### src/rtl/serial_subtractor.sv
// Bit-serial unsigned subtractor: diff = a - b - bIn, one full-subtractor bit
// per clock (LSB first) with a single borrow flip-flop and start/busy/done.
module serial_subtractor #(
  parameter int WIDTH = 4
) (
  input  logic             clk,
  input  logic             rst_n,
  input  logic             start,
  input  logic [WIDTH-1:0] a,
  input  logic [WIDTH-1:0] b,
  input  logic             bIn,
  output logic             busy,
  output logic             done,
  output logic [WIDTH-1:0] diff,
  output logic             bOut,
  output logic [1:0]       dbg_state
);

  localparam int CW = $clog2(WIDTH + 1);

  typedef enum logic [1:0] {
    IDLE  = 2'd0,
    SHIFT = 2'd1,
    DONE  = 2'd2
  } state_t;

  state_t           state, state_next;
  logic [WIDTH-1:0] a_sr, b_sr, res_sr;
  logic             borrow;
  logic [CW-1:0]    cnt;

  logic             bit_d, borrow_next, last_bit, accept;
  logic [WIDTH:0]   res_cat;
  logic [WIDTH-1:0] res_next;

  assign dbg_state = state;

  // Full-subtractor slice; the new bit enters the result register at the MSB.
  always_comb begin
    bit_d       = a_sr[0] ^ b_sr[0] ^ borrow;
    borrow_next = (~a_sr[0] & b_sr[0]) | (~a_sr[0] & borrow) | (b_sr[0] & borrow);
    res_cat     = {bit_d, res_sr};
    res_next    = res_cat[WIDTH:1];
    last_bit    = (cnt == CW'(WIDTH - 1));
    accept      = start && (state != SHIFT);
  end

  always_ff @(posedge clk or negedge rst_n) begin
    if (!rst_n) state <= IDLE;
    else        state <= state_next;
  end

  always_comb begin
    state_next = state;
    busy       = 1'b0;
    done       = 1'b0;
    case (state)
      IDLE: begin
        if (start) state_next = SHIFT;
      end
      SHIFT: begin
        busy = 1'b1;
        if (last_bit) state_next = DONE;
      end
      DONE: begin
        done       = 1'b1;
        state_next = start ? SHIFT : IDLE;
      end
      default: state_next = IDLE;
    endcase
  end

  // diff/bOut only update on the final bit so they stay stable during SHIFT.
  always_ff @(posedge clk or negedge rst_n) begin
    if (!rst_n) begin
      a_sr   <= '0;
      b_sr   <= '0;
      res_sr <= '0;
      borrow <= 1'b0;
      cnt    <= '0;
      diff   <= '0;
      bOut   <= 1'b0;
    end else if (accept) begin
      a_sr   <= a;
      b_sr   <= b;
      borrow <= bIn;
      cnt    <= '0;
    end else if (state == SHIFT) begin
      a_sr   <= a_sr >> 1;
      b_sr   <= b_sr >> 1;
      borrow <= borrow_next;
      res_sr <= res_next;
      cnt    <= cnt + CW'(1);
      if (last_bit) begin
        diff <= res_next;
        bOut <= borrow_next;
      end
    end
  end

endmodule

### config.mk
export PLATFORM = sky130hd
export DESIGN_NAME = serial_subtractor
export DESIGN_NICKNAME = d
export VERILOG_FILES = /design/src/rtl/serial_subtractor.sv
export SDC_FILE = /design/constraint.sdc
export NUM_CORES = 1
export LEC_CHECK = 0
export BUFFER_PORTS_ARGS = -buffer_cell sky130_fd_sc_hd__buf_4
export CAP_MARGIN = 20
export CORE_MARGIN = 8
export CORE_UTILIZATION = 52
export DETAILED_ROUTE_END_ITERATION = 8
export MAX_ROUTING_LAYER = met4
export PLACE_DENSITY_LB_ADDON = 0.15
export SLEW_MARGIN = 10
export SYNTH_ARGS = -nofsm -noshare
export SYNTH_HDL_FRONTEND = slang
export SYNTH_SLANG_ARGS = --single-unit
export TNS_END_PERCENT = 5
### constraint.sdc
create_clock -name clk -period 2.07 [get_ports clk]
set_input_delay 0.414 -clock clk [delete_from_list [all_inputs] [get_ports clk]]
set_output_delay 0.414 -clock clk [all_outputs]
set_load 0.03 [all_outputs]
==> metrics.yaml <==
sta:
  relSlewSlack_pct: 75.8
  fin_skew_ns: 0.00543
  layout_setup_ws_ns: 0.264
  max_freq_mhz: 554
  setup_viol: 0
  setup_tns_ns: 0
  hold_viol: 0
  fin_crit_ns: 1.81
  timing.hold.ws_ns: 0.337
  rsz0062_at_grt: "false"
  fin_crit_sh_pct: 87.3
  worst_pin_slew_ns: 0.363
  slew_violations: 0
pwr:
  seq_power_share_pct: 39.3
  pwr-share-comb_pct: 48.4
  p_leak_nw: 0.641
  p_int_mw: 1.22
  swShare_pct: 36.4
  p_clk_share_pct: 12.4
  peakVddDrop_mv: 0.954
  cellPowerDensity_nw_per_um2: 1540
  p_switching_mw: 0.699
  power_mw: 1.92
critical_path:
  r2r-end: "diff[0]"
  rr_worst_depth: 4
  r2r_setup_slack_ns: 0.50
  path_buf_inv: 2
  cp_cell_sequence: "nand2b_1 > inv_1 > buf_4"
  crit_path_top_delay_cell: "dfrtp_1"
  critPathCaptureType: "primary output"
  cp_top_family: "flip-flops"
  setup.worst_path.start_class: "flop"
  cpPeakStageDelay_ns: 0.42
  worstPathArrival_ns: 1.39
  worstPathMaxFanout: 7
  critPathKind: "reg -> out"
  r2r-start: "cnt[0]"
  cp.required_ns: 1.66
floorplanning:
  fp.dieArea_um2: 3670
  dieWidth_um: 60.6
  die_h_um: 60.6
  io_pins: 21
  initial_core_util_pct: 53.8
  core_region_area_um2: 1920
  rows: 16
final_layout:
  multiInputGateArea_um2: 429
  fin_cells: 121
  final_nets: 110
  final_util_pct: 64.7
  synthToLayoutAreaGrowth_pct: 20.3
  drive_above_1_share_pct: 48.9
  layout_commonest_cell: "dfrtp_1"
  diodes: 0
  seqCellArea_um2: 551
  layout_common_cells: "dfrtp_1, buf_4, mux2_2"
  fill_cells: 166
  final_design_area_no_fill_um2: 1240
logic_synthesis:
  synthCells: 71
  netlist_area_um2: 1030
  yosysWarnings: 0
  ys_async_sr_fraction_pct: 100
  ys_ff_latch: 22
  synth_edf_count: 0
  synth_cell_types: 15
  synth_nets: 86
  synth_ff_type: "dfrtp_1"
  avgSynthCellArea_um2: 14.6
  yosysSeqAreaShare_pct: 53.3
clock_network:
  cts_resized: 0
  cts.path.max_buffers: 2
  htree_levels: 1
  clockRootBuffer: "clkbuf_4"
  clkTransAtPathRegs_ns: 0.12
  clk_latency_ns: 0.31
  cts_sinks: 22
  cts_inserted_buffers: 3
  cts_tree: "yes"
hold_path:
  worstHoldEndpoint: "a_sr[3]"
  hold_start: "a[3]"
  hold_path.class: "in -> reg"
  hold_depth: 3
placement:
  dpl_worst_slack_ns: 0.524
  dp_hpwl_um: 1340
  placed_cells_incl_taps: 116
  numPortBuffers: 20
  placedInstanceArea_um2: 1200
  gp_congestion: 0.723
grt:
  antenna_found_initial: 0
  grt_pass1_wl_um: 3060
  grt_start_max_net_pins: 23
  grt_use_total_pct: 11.8
  grt_pass1_vias: 692
  overflow: 0
routing:
  dr.pass1.iters: 2
  drcViolationCount: 0
  avgRoutedWirePerCell_um: 15.0
  routed_wl_um: 1810
  drt_iter0_markers: 6
  postRouteAntennaNets: 0
  avgViaCountPerCell: 5.07
  via_count: 614
flow_run:
  drv_cap: 0
status:
  status: "finished clean"
## worst max-delay path by stage
stage / from / to / slack (ns) / cells after the start
floorplan: dbg_state[1] / busy / 0.46 / 4
detailed placement: cnt[0] / bOut / 0.52 / 4
global placement: cnt[0] / diff[1] / 0.58 / 4
finish: dbg_state[1] / busy / 0.26 / 3
global route: dbg_state[1] / busy / 0.17 / 3
CTS: dbg_state[1] / busy / 0.24 / 3
## state kept, by name, indices dropped and copies added, names as in the netlist
name / cells
cnt: 3
dbg_state: 2
diff: 4
bOut: 1
res_sr: 3
borrow: 1
b_sr: 4
a_sr: 4
## synthesized netlist by cell type (2+ instances only)
library cell	number	area share (%)
inv_1	7	2.5
ha_1	2	2.4
nor2_1	2	0.73
mux2i_1	6	5.8
mux2_2	12	13
nand2b_1	3	1.8
dfrtp_1	22	53
mux2_4	9	13
buf_6	2	2.2
## final cells by class
class / count / area share, %
Sequential cell: 22 / 44.3
Clock buffer: 4 / 2.92
Multi-Input combinational cell: 39 / 34.5
Inverter: 7 / 2.11
Timing Repair Buffer: 22 / 13.5
Tap cell: 27 / 2.72
## cells by family (layout without fill, tap and decap cells)
group                      Yosys count  count (layout)  synth area share [%]
AOI/OAI and AO/OA                    1               1                 0.606
muxes                               27              27                  32.0
and+or+nand+nor                      8               8                  4.60
DFF                                 22              22                  53.3
adders and majority gates            3               3                  4.36
buffers and inverters               10              33                  5.21
## power groups by stage
stage                     clock [mW]  sequential (mW)  combinational [mW]
after floorplan                    0            0.858               0.586
after global placement             0            0.754               0.922
after detailed placement           0            0.762               0.947
after CTS                      0.247            0.754               0.950
after global routing           0.267            0.777                1.00
final                          0.237            0.753               0.929
## timing repair
item                                   4_1_cts  5_1_grt
hold buffers                                 1        0
setup buffers                                0        0
endpoints found under the hold margin       22        0
## tightest hold or removal path: stages
cell     delay [ns]
buf_4          0.08
mux2i_1        0.05
nor2_1         0.07
## per-layer routing
layer	GRT usage, %	up-vias	wire (µm)
met3	3.18	4	91
li1	-	284	-
met2	18.7	14	889
met1	13.0	312	782
met4	6.98	0	46
met5	-	-	0
(Power assumes the default switching activity.)
